## src/rtl/seg7_pkg.sv

```systemverilog
// Shared 7-segment definitions and counter state type for the display/counter paths.
// Segment codes are active-low, bit6=g .. bit0=a.
package seg7_pkg;

    localparam logic [6:0] SEG_0     = 7'b1000000;
    localparam logic [6:0] SEG_1     = 7'b1111001;
    localparam logic [6:0] SEG_2     = 7'b0100100;
    localparam logic [6:0] SEG_3     = 7'b0110000;
    localparam logic [6:0] SEG_4     = 7'b0011001;
    localparam logic [6:0] SEG_5     = 7'b0010010;
    localparam logic [6:0] SEG_6     = 7'b0000010;
    localparam logic [6:0] SEG_7     = 7'b1111000;
    localparam logic [6:0] SEG_8     = 7'b0000000;
    localparam logic [6:0] SEG_9     = 7'b0010000;
    localparam logic [6:0] SEG_L     = 7'b1000111;
    localparam logic [6:0] SEG_E     = 7'b0000110;
    localparam logic [6:0] SEG_U     = 7'b1000001;
    localparam logic [6:0] SEG_BLANK = 7'b1111111;

    typedef enum logic [1:0] {IDLE, RUN, DONE} cnt_state_t;

    function automatic logic [6:0] bcd_to_seg(input logic [3:0] digit);
        logic [6:0] seg;
        case (digit)
            4'd0:    seg = SEG_0;
            4'd1:    seg = SEG_1;
            4'd2:    seg = SEG_2;
            4'd3:    seg = SEG_3;
            4'd4:    seg = SEG_4;
            4'd5:    seg = SEG_5;
            4'd6:    seg = SEG_6;
            4'd7:    seg = SEG_7;
            4'd8:    seg = SEG_8;
            4'd9:    seg = SEG_9;
            default: seg = SEG_BLANK;
        endcase
        return seg;
    endfunction

endpackage

```

## src/rtl/bin3_to_seg7.sv

```systemverilog
// Combinational 10-bit binary to three active-low 7-segment digits (leading zeros shown).
// Inputs above 999 are clamped so the display never shows a wrapped value.
module bin3_to_seg7
    import seg7_pkg::*;
(
    input  logic [9:0] i_bin,
    output logic [6:0] o_seg_centenas,
    output logic [6:0] o_seg_decenas,
    output logic [6:0] o_seg_unidades
);

    logic [9:0]  w_clamped;
    logic [11:0] w_bcd;

    // Double-dabble: adjust each BCD nibble, then shift in the next binary bit, MSB first.
    always_comb begin
        w_clamped = (i_bin > 10'd999) ? 10'd999 : i_bin;
        w_bcd     = '0;
        for (int i = 9; i >= 0; i--) begin
            if (w_bcd[3:0] >= 4'd5)  w_bcd[3:0]  = w_bcd[3:0] + 4'd3;
            if (w_bcd[7:4] >= 4'd5)  w_bcd[7:4]  = w_bcd[7:4] + 4'd3;
            if (w_bcd[11:8] >= 4'd5) w_bcd[11:8] = w_bcd[11:8] + 4'd3;
            w_bcd = {w_bcd[10:0], w_clamped[i]};
        end
    end

    assign o_seg_centenas = bcd_to_seg(w_bcd[11:8]);
    assign o_seg_decenas  = bcd_to_seg(w_bcd[7:4]);
    assign o_seg_unidades = bcd_to_seg(w_bcd[3:0]);

endmodule

```

## src/rtl/step_counter_unit.sv

```systemverilog
// Select-started counting unit: advances by STEP on a tick or button edge, saturates at LIMIT.
//   state | meaning
//   IDLE  | waiting for a select rising edge; last count stays displayed
//   RUN   | counting; select low aborts back to IDLE
//   DONE  | LIMIT reached; held until select drops
module step_counter_unit
    import seg7_pkg::*;
#(
    parameter int STEP     = 1,
    parameter int LIMIT    = 100,
    parameter int MANUAL   = 0,
    parameter int TICK_DIV = 50_000_000
) (
    input  logic       clk,
    input  logic       reset,
    input  logic       i_select,
    input  logic       i_step_btn,
    output logic [6:0] o_seg_centenas,
    output logic [6:0] o_seg_decenas,
    output logic [6:0] o_seg_unidades,
    output logic       o_count_reached,
    output logic [4:0] o_led,
    output logic       o_busy
);

    localparam int               DIV_W    = (TICK_DIV > 1) ? $clog2(TICK_DIV) : 1;
    localparam logic [DIV_W-1:0] DIV_LAST = DIV_W'(TICK_DIV - 1);
    localparam logic [10:0]      STEP_X   = 11'(STEP);
    localparam logic [10:0]      LIMIT_X  = 11'(LIMIT);
    localparam logic [9:0]       LIMIT_C  = 10'(LIMIT);

    cnt_state_t       r_state, w_state_nxt;
    logic [9:0]       r_count, w_count_nxt;
    logic [DIV_W-1:0] r_div, w_div_nxt;
    logic             r_select_q;
    logic             r_btn_q;
    logic             r_count_reached, w_reached_nxt;
    logic             r_busy;

    logic             w_start;
    logic             w_tick;
    logic             w_press;
    logic             w_advance;
    logic [10:0]      w_sum;

    assign w_start   = i_select & ~r_select_q;
    assign w_tick    = (r_div == DIV_LAST);
    assign w_press   = i_step_btn & ~r_btn_q;
    assign w_advance = (MANUAL != 0) ? w_press : w_tick;
    assign w_sum     = {1'b0, r_count} + STEP_X;

    always_ff @(posedge clk or posedge reset) begin
        if (reset) begin
            r_state         <= IDLE;
            r_count         <= '0;
            r_div           <= '0;
            r_select_q      <= 1'b0;
            r_btn_q         <= 1'b0;
            r_count_reached <= 1'b0;
            r_busy          <= 1'b0;
        end else begin
            r_state         <= w_state_nxt;
            r_count         <= w_count_nxt;
            r_div           <= w_div_nxt;
            r_select_q      <= i_select;
            r_btn_q         <= i_step_btn;
            r_count_reached <= w_reached_nxt;
            r_busy          <= (w_state_nxt == RUN);
        end
    end

    always_comb begin
        w_state_nxt   = r_state;
        w_count_nxt   = r_count;
        w_div_nxt     = r_div;
        w_reached_nxt = 1'b0;
        case (r_state)
            IDLE: begin
                if (w_start) begin
                    w_state_nxt = RUN;
                    w_count_nxt = '0;
                    w_div_nxt   = '0;
                end
            end
            RUN: begin
                // Abort takes priority over an advance landing in the same cycle.
                if (!i_select) begin
                    w_state_nxt = IDLE;
                end else begin
                    w_div_nxt = w_tick ? '0 : r_div + DIV_W'(1);
                    if (w_advance) begin
                        if (w_sum >= LIMIT_X) begin
                            w_count_nxt   = LIMIT_C;
                            w_reached_nxt = 1'b1;
                            w_state_nxt   = DONE;
                        end else begin
                            w_count_nxt = w_sum[9:0];
                        end
                    end
                end
            end
            DONE: begin
                if (!i_select) w_state_nxt = IDLE;
            end
            default: w_state_nxt = IDLE;
        endcase
    end

    for (genvar i = 0; i < 5; i++) begin : g_led
        localparam logic [9:0] THRESH = 10'(((i + 1) * LIMIT) / 5);
        assign o_led[i] = (r_count >= THRESH);
    end

    bin3_to_seg7 u_disp (
        .i_bin          (r_count),
        .o_seg_centenas (o_seg_centenas),
        .o_seg_decenas  (o_seg_decenas),
        .o_seg_unidades (o_seg_unidades)
    );

    assign o_count_reached = r_count_reached;
    assign o_busy          = r_busy;

endmodule

```

## config.mk

```make
export PLATFORM = sky130hd
export DESIGN_NAME = step_counter_unit
export DESIGN_NICKNAME = d
export VERILOG_FILES = /design/src/rtl/seg7_pkg.sv /design/src/rtl/bin3_to_seg7.sv /design/src/rtl/step_counter_unit.sv
export SDC_FILE = /design/constraint.sdc
export NUM_CORES = 1
export LEC_CHECK = 0
export CORE_ASPECT_RATIO = 1.5
export CORE_MARGIN = 2
export CORE_UTILIZATION = 61
export CTS_BUF_LIST = sky130_fd_sc_hd__clkbuf_16
export DETAILED_ROUTE_END_ITERATION = 8
export GPL_TIMING_DRIVEN = 1
export PLACE_DENSITY = 0.84
export SLEW_MARGIN = 0
export SYNTH_ARGS = -nofsm -noshare
export SYNTH_HDL_FRONTEND = slang
export SYNTH_HIERARCHICAL = 1
export SYNTH_SLANG_ARGS = --single-unit
```

## constraint.sdc

```tcl
create_clock -name clk -period 9.7 [get_ports clk]
set_input_delay 0.97 -clock clk [delete_from_list [all_inputs] [get_ports clk]]
set_output_delay 0.97 -clock clk [all_outputs]
set_load 0.01 [all_outputs]
```

# Yosys cells after proc, flatten, opt, wreduce, memory -nomap -nowiden

Memories as Yosys holds them, arrays and structs flattened.
Index checks and enable logic that the tools add are counted.

Register bits after elaboration: 41
ROM bits: 336
Output and inout bits: 28
Word-level logic and storage cells: 87
Memories: 3

Add/sub/neg operators: 14
$lt $le $gt $ge: 19
Eq/ne operators: 7
Mux-type cells: 32
Bitwise gates (word level): 2
Reductions and logical operators: 4

Memory list:

| memory           | depth | width | read ports | clocked after memory_dff | write ports | line           | source |
|---|---|---|---|---|---|---|---|
| (name not given) | 16    | 7     | 1          | 0                        | 0           | seg7_pkg.sv:24 | `case (digit)` |
| (name not given) | 16    | 7     | 1          | 0                        | 0           | seg7_pkg.sv:24 |  |
| (name not given) | 16    | 7     | 1          | 0                        | 0           | seg7_pkg.sv:24 |  |

Operators with widths:

| kind                    | number |
|---|---|
| $mux W26                | 3 |
| $pmux W26 S2            | 1 |
| $mux W10                | 5 |
| $mux W4                 | 11 |
| $add A4 B2 Y4 const B   | 9 |
| $ge A4 B3 Y1 const B    | 9 |
| $add A26 B1 Y26 const B | 1 |
| $eq A26 B26 Y1 const B  | 1 |
| $ge A10 B6 Y1 const B   | 2 |
| $ge A10 B7 Y1 const B   | 2 |
| $pmux W10 S2            | 1 |
| $add A10 B1 Y11 const B | 1 |
| $ge A11 B7 Y1 const B   | 1 |
| $ge A10 B5 Y1 const B   | 1 |
| $gt A10 B10 Y1 const B  | 1 |
| $mux W2                 | 5 |
| $ge A3 B3 Y1 const B    | 3 |
| $add A3 B2 Y4 const B   | 2 |
| $ne A2 B2 Y1 const B    | 3 |
| $pmux W2 S3             | 1 |
| $eq A2 B1 Y1 const B    | 2 |
| $mux W1                 | 4 |
| $reduce_and A4 Y1       | 1 |
| $add A3 B2 Y3 const B   | 1 |
| other kinds (7)         | 7 |

# Longest topological paths before layout

Gate-level depths: netlist of the first run.
An unclocked memory read counts as a cell.

Depth in word-level cells: 17
Depth in mapped cells: 35

# Cells and area by module

Netlist of the first run, hierarchy kept.

By module, submodules not included:

| module            | instances | cells each | area each (µm²) | seq. area each (µm²) |
|---|---|---|---|---|
| bin3_to_seg7      | 1         | 366        | 2547.4          | 0.0 |
| step_counter_unit | 1         | 255        | 2296.0          | 1026.0 |

# Worst setup path after synthesis of the first run

Ideal clock, no wire load.

Path kind: reg2out
From: register r_count[7]
To: output o_seg_decenas[3]
Arrival: 6217 ps
Path slack: 2513 ps
Stages on the path, launching flop included: 31
Path buffers: 2
Path through: dfrtp_1 > buf_6 > and2b_2 > a21oi_1 > ha_1 > nor2b_1 > nor4_1 > a211oi_2 > inv_2 > ha_1 > nand2b_1 > and2_1 > o21a_1 > ha_1 > inv_1 > o21ai_0 > nor4_4 > nor4_1 > or2_1 > buf_6 > o31ai_4 > nor2_1 > ha_1 > inv_1 > o2111ai_1 > nor4_1 > or4b_4 > o211ai_2 > inv_2 > ha_1 > o211ai_1

Word-level cells in the longest chain between the ends: 17
Elaborated cells between the ends (all ways): 36
Classes of those cells: add/sub (11); order compare (12); mux (12); memory (1)

Ends and longest elaborated chain:

| element                                       | line                                   | source |
|---|---|---|
| from (decl)                                   | step_counter_unit.sv:33                | `logic [9:0] r_count, w_count_nxt;` |
| from (signal assigned)                        | step_counter_unit.sv:63                | `r_count <= w_count_nxt;` |
| $gt A10 B10 Y1                                | bin3_to_seg7.sv:17                     | `w_clamped = (i_bin > 10'd999) ? 10'd999 : i_bin;` |
| $mux W10 *                                    | bin3_to_seg7.sv:17                     |  |
| $add A3 B2 Y4 or $ge A3 B3 Y1 (tied branches) | bin3_to_seg7.sv:20                     | `if (w_bcd[3:0] >= 4'd5) w_bcd[3:0] = w_bcd[3:0] + 4'd3;` |
| $mux W4                                       | bin3_to_seg7.sv:20                     |  |
| $add A4 B2 Y4 or $ge A4 B3 Y1 (tied branches) | bin3_to_seg7.sv:20                     |  |
| $mux W4                                       | bin3_to_seg7.sv:20                     |  |
| $add A4 B2 Y4 or $ge A4 B3 Y1 (tied branches) | bin3_to_seg7.sv:20                     |  |
| $mux W4                                       | bin3_to_seg7.sv:20                     |  |
| $add A4 B2 Y4 (tied with other cells)         | bin3_to_seg7.sv:20                     |  |
| $mux W4, on equally long branches             | bin3_to_seg7.sv:20, bin3_to_seg7.sv:21 |  |
| $add A4 B2 Y4 (tied with other cells)         | bin3_to_seg7.sv:21                     | `if (w_bcd[7:4] >= 4'd5) w_bcd[7:4] = w_bcd[7:4] + 4'd3;` |
| $mux W4, on equally long branches             | bin3_to_seg7.sv:21, bin3_to_seg7.sv:20 |  |
| $add A4 B2 Y4 (tied with other cells)         | bin3_to_seg7.sv:21                     |  |
| $mux W4, on equally long branches             | bin3_to_seg7.sv:21, bin3_to_seg7.sv:20 |  |
| $add A4 B2 Y4 (tied with other cells)         | bin3_to_seg7.sv:21                     |  |
| $mux W4, on equally long branches             | bin3_to_seg7.sv:21, bin3_to_seg7.sv:20 |  |
| $mem_v2 Z16 W7 *                              | -                                      |  |
| to (decl)                                     | step_counter_unit.sv:19                | `output logic [6:0] o_seg_decenas,` |

Every way passes the cells marked *; elsewhere a longest branch is shown, timed or not.

# Worst setup path after layout of the first run

From: register r_count[9]
To: output o_seg_centenas[6]

Word-level cells in the longest chain between the ends: 17
Elaborated cells between the ends (all ways): 36
Classes of those cells: add/sub (11); order compare (12); mux (12); memory (1)

Ends and longest elaborated chain:

| element                                       | line                                   | source |
|---|---|---|
| $gt A10 B10 Y1                                | bin3_to_seg7.sv:17                     |  |
| $mux W10 *                                    | bin3_to_seg7.sv:17                     |  |
| $add A3 B2 Y4 or $ge A3 B3 Y1 (tied branches) | bin3_to_seg7.sv:20                     |  |
| $mux W4                                       | bin3_to_seg7.sv:20                     |  |
| $add A4 B2 Y4 or $ge A4 B3 Y1 (tied branches) | bin3_to_seg7.sv:20                     |  |
| $mux W4                                       | bin3_to_seg7.sv:20                     |  |
| $add A4 B2 Y4 or $ge A4 B3 Y1 (tied branches) | bin3_to_seg7.sv:20                     |  |
| $mux W4                                       | bin3_to_seg7.sv:20                     |  |
| $add A4 B2 Y4 (tied with other cells)         | bin3_to_seg7.sv:20                     |  |
| $mux W4, on equally long branches             | bin3_to_seg7.sv:20, bin3_to_seg7.sv:21 |  |
| $add A4 B2 Y4 (tied with other cells)         | bin3_to_seg7.sv:21                     |  |
| $mux W4, on equally long branches             | bin3_to_seg7.sv:21, bin3_to_seg7.sv:20 |  |
| $add A4 B2 Y4 (tied with other cells)         | bin3_to_seg7.sv:21                     |  |
| $mux W4, on equally long branches             | bin3_to_seg7.sv:21, bin3_to_seg7.sv:20 |  |
| $add A4 B2 Y4 (tied with other cells)         | bin3_to_seg7.sv:21                     |  |
| $mux W4 or $mux W3 (tied branches)            | bin3_to_seg7.sv:21, bin3_to_seg7.sv:22 |  |
| $mem_v2 Z16 W7 *                              | -                                      |  |
| to (decl)                                     | step_counter_unit.sv:18                | `output logic [6:0] o_seg_centenas,` |

Marks and branches as above.

==> metrics.cfg, run 1 <==
[die]
dieWidth_um = 76.8
die_h_um = 113
ioPinCount = 32
fp.dieArea_um2 = 8680
start_util = 0.632
fp.coreArea_um2 = 7660
num_rows = 39

[worst_setup_path]
crit_type = flop to primary output
cpMostUsedCell = ha_1
crit_path_top_delay_cell = dfrtp_1
crit_arrival_ns = 8.04
required_ns = 8.73
ff2ff_path_depth = 6
r2r-start = r_count[3]$_DFFE_PP0P_
crit_end = o_seg_centenas[6]
r2r_slack_ns = 7.03
cp_slowest_stage_delay_ns = 0.62
critPathCaptureType = primary output
worst_setup_path_start_kind = flop
path_max_fanout = 13
crit_path_start = r_count[9]$_DFFE_PP0P_
r2r-end = r_count[5]$_DFFE_PP0P_

[logic_synthesis]
synth_fp_nets = 646
netlist_instances = 621
synth_flop_cell = dfrtp_1
synth_top_area_cell = dfrtp_1
yosys_register_bits = 41
async_flop_share = 1.00
yosysWarningCount = 6
ys_top_cells_by_area = dfrtp_1 21%, ha_1 5.4%, o21ai_0 4.2%, nand2_1 4.0%, nor2_1 3.7%
synth-edff-count = 0
syn_area_per_cell_um2 = 7.80
synth.distinct_cells = 96
synth_top_area_frac = 0.212
syn_area_um2 = 4840
ys_seq_area_frac = 0.212

[finish]
finalNetCount = 657
n_antenna_cell = 0
fillers = 676
drive_gt1_frac = 0.0821
area_growth_pct = 8.91
multi_input_area_um2 = 3540
seqCellArea_um2 = 1030

[detailed_routing]
drc = 0
wl_per_cell_um = 16.8
drt_iter0_markers = 322
ant_nets = 0
dr.pass1.iters = 5
wl_um = 12300
vias_per_cell = 6.63
vias = 4875

[status]
status = finished, final reports clean

[grt]
grt_max_degree = 42
grt_overflow = 0
top_usage_layer = met2
grt_first_pass_wirelength_um = 20700
grt_util_met1 = 0.293
globalRouteMet2Util = 0.572
antenna_found_initial = 0
track_usage = 0.286
grt_pass1_vias = 4649
grt.met3_usage = 0.0271

[cts]
numCtsBuffers = 5
cts_max_level = 2
cts.reportedPaths.clkPinSlew_ns = 0.05
cts.sinks = 41
ctsHoldBuffers = 0
clk_path_buf_depth = 2
cts_tree = yes
worstSkewPairLatency_ns = 0.29
cts_setup_buffers = 0
ctsResizeCount = 0
cts_root_buf = clkbuf_16

[power]
power_density_nw_per_um2 = 105
ir_drop_uv = 142
power.leakage_nw = 2.09

[job]
drv_cap = 0

[sta]
report.final.slew_viol_count = 0
clock_skew_ns = 0.00826
fin_hold_ws_ns = 0.517
period_needed_ns = 9.01
finalSetupViolations = 0
hold_violations = 0
slew_headroom = 0.392
grt_setup_unrepaired = false
period_share = 0.928
tightest_slew_ns = 0.912
tns_ns = 0
max_freq_mhz = 111

[place]
detailed_place_hpwl_um = 9310
port-buffer-count = 30
place_congestion = 0.978

[worst_hold_path]
hold_path_class = flop to flop

[worst max-delay path: cells and delay by family (launching register included)]
kind | cells | cell delay [ns]
adder cells (fa/ha/maj) | 5 | 1.19
AND/OR/NAND/NOR | 11 | 2.49
AO/OA/AOI/OAI | 9 | 2.37
buffers and inverters | 4 | 0.78
multiplexers | 1 | 0.28
flip-flops | 1 | 0.62
[synth_stat cells (9+ instances only)]
library cell / count
nand2_1: 52
nor2_1: 48
dfrtp_1: 41
o21ai_0: 41
inv_1: 29
nand3_1: 27
a21oi_1: 26
ha_1: 21
nand4_1: 19
o211ai_1: 16
and2_1: 15
nor4_1: 14
xor2_1: 14
nor3_1: 13
clkbuf_1: 12
nand2b_1: 12
buf_2: 11
mux2i_1: 10
o21a_1: 10
and3_1: 9
[routing by layer]
metal  share of wire  vias to the layer above  wire [um]
met1            0.38                     2332       4700
met5               0                        -          0
met3           0.028                       36        340
met2            0.56                      125       6870
met4           0.036                        0        439
li1                -                     2382          -
[cells in the final DEF (no fill, tap or decap), drive strengths merged, types with 6 or more instances in the layout]
cell and instances:
nand2b 12, or3 6, mux2i 10, nand4 19, o22ai 6, nor4b 6
and3 10, xor2 14, and2 15, o211ai 18, o31ai 9, or2 13
ha 21, mux2 7, nor3 14, clkdlybuf4s50 30, dfrtp 41, nand2 52
nor4 16, nand3 27, o21a 10, nor2 49, a21oi 27, inv 35
o21ai 47, o221ai 6, xnor2 7, a31oi 7
[report_power, final]
group,internal [mW],switching (mW)
Sequential,0.178,0.0177
Combinational,0.0920,0.112
Clock,0.0923,0.0607
[sequential cells by signal, summed over array words and instances (netlist names)]
name             count
o_busy               1
o_count_reached      1
r_count             10
r_div               26
r_select_q           1
r_state              2
[worst min path at each step]
stage / start / to / slack, ns / cells after the start
4_1_cts: r_div[23]$_DFFE_PP0P_ / r_div[23]$_DFFE_PP0P_ / 0.52 / 1
2_1_floorplan: r_div[23]$_DFFE_PP0P_ / r_div[23]$_DFFE_PP0P_ / 0.47 / 1
3_3_place_gp: r_div[23]$_DFFE_PP0P_ / r_div[23]$_DFFE_PP0P_ / 0.50 / 1
6_report: r_div[23]$_DFFE_PP0P_ / r_div[23]$_DFFE_PP0P_ / 0.52 / 1
5_1_grt: r_div[23]$_DFFE_PP0P_ / r_div[23]$_DFFE_PP0P_ / 0.57 / 1
3_5_place_dp: r_div[23]$_DFFE_PP0P_ / r_div[23]$_DFFE_PP0P_ / 0.51 / 1
[through the flow]
| stage | cells | instance area (um2) | setup WS (ns) | power (mW) | utilization |
|---|---|---|---|---|---|
| after global routing | 735 | 5280 | 0.0587 | 0.584 | 0.689 |
| final | 735 | 5280 | 0.694 | 0.553 | 0.689 |
| after detailed placement | 727 | 5140 | 1.01 | 0.399 | 0.671 |
| after global placement | 727 | 5140 | 1.30 | 0.389 | 0.671 |
| after floorplan | 621 | 4840 | 2.51 | 0.331 | - |
| after CTS | 735 | 5270 | 0.666 | 0.554 | 0.688 |
[area by class of cell]
cell class | count | area share
multi-input cells | 518 | 0.671
flip-flops and latches | 41 | 0.195
repair buffers | 32 | 0.0598
inverters | 34 | 0.0242
well taps | 102 | 0.0242
clock buffers | 5 | 0.0237
clock inverters | 3 | 0.00213
[kinds of logic (layout without fill, tap and decap cells)]
logic type	after synthesis	count (layout)	share of synthesized area
AOI/OAI and AO/OA	195	195	0.300
and+or+nand+nor	264	264	0.300
DFF	41	41	0.212
muxes	17	17	0.0377
xor gates and xnor gates	21	21	0.0395
adders and majority gates	21	21	0.0542
buffers and inverters	62	74	0.0571
Power figures use the tool's default switching activity.
==> run 2: changes to the inputs <==
==> constraint.sdc (replaced) <==
create_clock -name clk -period 9.2 [get_ports clk]
set_input_delay 0.92 -clock clk [delete_from_list [all_inputs] [get_ports clk]]
set_output_delay 0.92 -clock clk [all_outputs]
set_load 0.01 [all_outputs]
==> metrics.cfg, run 2 (same netlist as run 1, synthesis figures left out) <==
[finish]
fillers = 670  ; -0.89%
largest_reg_flops = 26  ; unchanged
multi_input_area_um2 = 3560  ; +0.57%
final_cell_mix = 52 x nand2_1, 48 x nor2_1, 41 x o21ai_0, 38 x dfrtp_1
area_growth_pct = 9.76
final_common_cell = nand2_1
finalNetCount = 660  ; +0.46%
drive_gt1_frac = 0.0929  ; +0.0108
largestRegisters = r_div: 26 flops, r_count: 10 flops, r_state: 2 flops
seqCellArea_um2 = 1030  ; +0.24%
top_register = r_div
n_antenna_cell = 0  ; unchanged

[die]
ioPinCount = 32  ; unchanged
start_util = 0.632  ; unchanged
dieWidth_um = 76.8  ; unchanged
die_h_um = 113  ; unchanged
fp.coreArea_um2 = 7660  ; unchanged
num_rows = 39  ; unchanged
fp.dieArea_um2 = 8680  ; unchanged

[sta]
hold_violations = 0  ; unchanged
report.final.slew_viol_count = 0  ; unchanged
tightest_slew_ns = 0.914  ; +0.00204 ns
finalSetupViolations = 0  ; unchanged
period_share = 0.942
period_needed_ns = 8.67
setup_ws_ns = 0.533  ; -0.161 ns
grt_setup_unrepaired = true
tns_ns = 0  ; unchanged
max_freq_mhz = 115
clock_skew_ns = 0.00666  ; -0.00160 ns
slew_headroom = 0.391  ; -0.00136

[place]
detailed_place_hpwl_um = 9190  ; -1.3%
place_worst_setup_slack_ns = 0.710  ; -0.296 ns
place_congestion = 0.984  ; +0.61%
port-buffer-count = 30  ; unchanged

[detailed_routing]
dr.pass1.iters = 8  ; +3
wl_um = 12200  ; -1.1%
drc = 0  ; unchanged
vias = 4960  ; +1.7%
drt_iter0_markers = 380  ; +18%
ant_nets = 0  ; unchanged
wl_per_cell_um = 16.6  ; -1.4%
vias_per_cell = 6.73  ; +1.5%

[grt]
grt_first_pass_wirelength_um = 21000  ; +1.2%
grt_max_degree = 42  ; unchanged
grt_pass1_vias = 4895  ; +5.3%
grt_overflow = 0  ; unchanged
antenna_found_initial = 0  ; unchanged
track_usage = 0.285  ; about the same

[power]
ir_drop_uv = 182  ; +28%
power.leakage_nw = 2.10  ; +0.36%
power_density_nw_per_um2 = 109  ; +3.9%

[worst_setup_path]
crit_path_top_delay_cell = dfrtp_2
cpMostUsedCell = ha_1
crit_type = flop to primary output
ff2ff_path_depth = 6  ; unchanged
path_max_fanout = 15  ; +2
worst_setup_path_start_kind = flop
required_ns = 8.28  ; -0.45 ns
cp_slowest_stage_delay_ns = 0.52  ; -0.10 ns
critPathCaptureType = primary output
crit_arrival_ns = 7.75  ; -0.29 ns
r2r_slack_ns = 6.51  ; -0.52 ns

[cts]
cts_max_level = 2  ; unchanged
clk_path_buf_depth = 2  ; unchanged
numCtsBuffers = 5  ; unchanged
cts_tree = yes
cts.sinks = 41  ; unchanged
worstSkewPairLatency_ns = 0.28  ; about the same
cts_root_buf = clkbuf_16
cts.reportedPaths.clkPinSlew_ns = 0.06  ; about the same

[worst_hold_path]
hold_path_class = flop to flop
whs_path_depth = 1  ; unchanged

[job]
drv_cap = 0  ; unchanged

[status]
status = finished, final reports clean

run 2: metal layers:
| layer | vias up | global-route usage | wire, um |
|---|---|---|---|
| met3 | 39 | 0.0271 | 280 |
| li1 | 2397 | - | - |
| met5 | - | 0 | 0 |
| met2 | 125 | 0.572 | 6670 |
| met4 | 0 | 0.141 | 457 |
| met1 | 2399 | 0.286 | 4800 |
run 2: layout make-up:
type | instances | share of cell area
Multi-Input combinational cell | 518 | 0.670
Sequential cell | 41 | 0.194
Timing Repair Buffer | 35 | 0.0635
Inverter | 34 | 0.0240
Tap cell | 102 | 0.0240
Clock buffer | 5 | 0.0235
Clock inverter | 2 | 0.00141
run 2: timing repair:
action                     in CTS  in global routing
setup endpoints to repair       0                 12
buffers inserted                0                  3
hold buffers                    0                  0
gates resized for setup         0                  6
run 2: final timing paths:
kind | startpoint | end
max in group asynchronous | reset | r_count[7]$_DFFE_PP0P_
min in group asynchronous | reset | r_count[9]$_DFFE_PP0P_
max | r_count[7]$_DFFE_PP0P_ | o_seg_centenas[6]
min reg2reg | r_div[23]$_DFFE_PP0P_ | r_div[23]$_DFFE_PP0P_
min | r_div[23]$_DFFE_PP0P_ | r_div[23]$_DFFE_PP0P_
max reg2reg | r_count[3]$_DFFE_PP0P_ | r_count[3]$_DFFE_PP0P_
run 2: power by group:
group	internal [mW]	switching [mW]	total, mW
Sequential	0.187	0.0181	0.206
Clock	0.0968	0.0623	0.159
Combinational	0.0972	0.117	0.214
run 2: through the flow:
| step | instances | util | power, mW | hold slack (ns) | instance area (um2) |
|---|---|---|---|---|---|
| 2_1_floorplan | 621 | - | 0.349 | 0.470 | 4840 |
| 3_3_place_gp | 727 | 0.671 | 0.410 | 0.497 | 5140 |
| 3_5_place_dp | 727 | 0.671 | 0.421 | 0.516 | 5140 |
| 4_1_cts | 734 | 0.688 | 0.581 | 0.527 | 5270 |
| 5_1_grt | 737 | 0.694 | 0.614 | 0.581 | 5320 |
| 6_report | 737 | 0.694 | 0.579 | 0.537 | 5320 |
run 2: critical path: cells and delay by family, from the launching register on:
kind	cells	cell delay [ns]
simple gates	11	2.50
mux	1	0.28
compound gates	9	2.29
buf+inv	4	0.75
flops	1	0.52
fa+ha+maj	5	1.13
==> run 3: changes to the inputs <==
--- a/config.mk
+++ b/config.mk
@@ -12,6 +12,7 @@
 export DETAILED_ROUTE_END_ITERATION = 8
 export GPL_TIMING_DRIVEN = 1
 export PLACE_DENSITY = 0.84
+export SKIP_CTS_REPAIR_TIMING = 1
 export SLEW_MARGIN = 0
 export SYNTH_ARGS = -nofsm -noshare
 export SYNTH_HDL_FRONTEND = slang
==> results of run 3 <==
The final DEF is identical to that of run 2; final timing and power are the same.
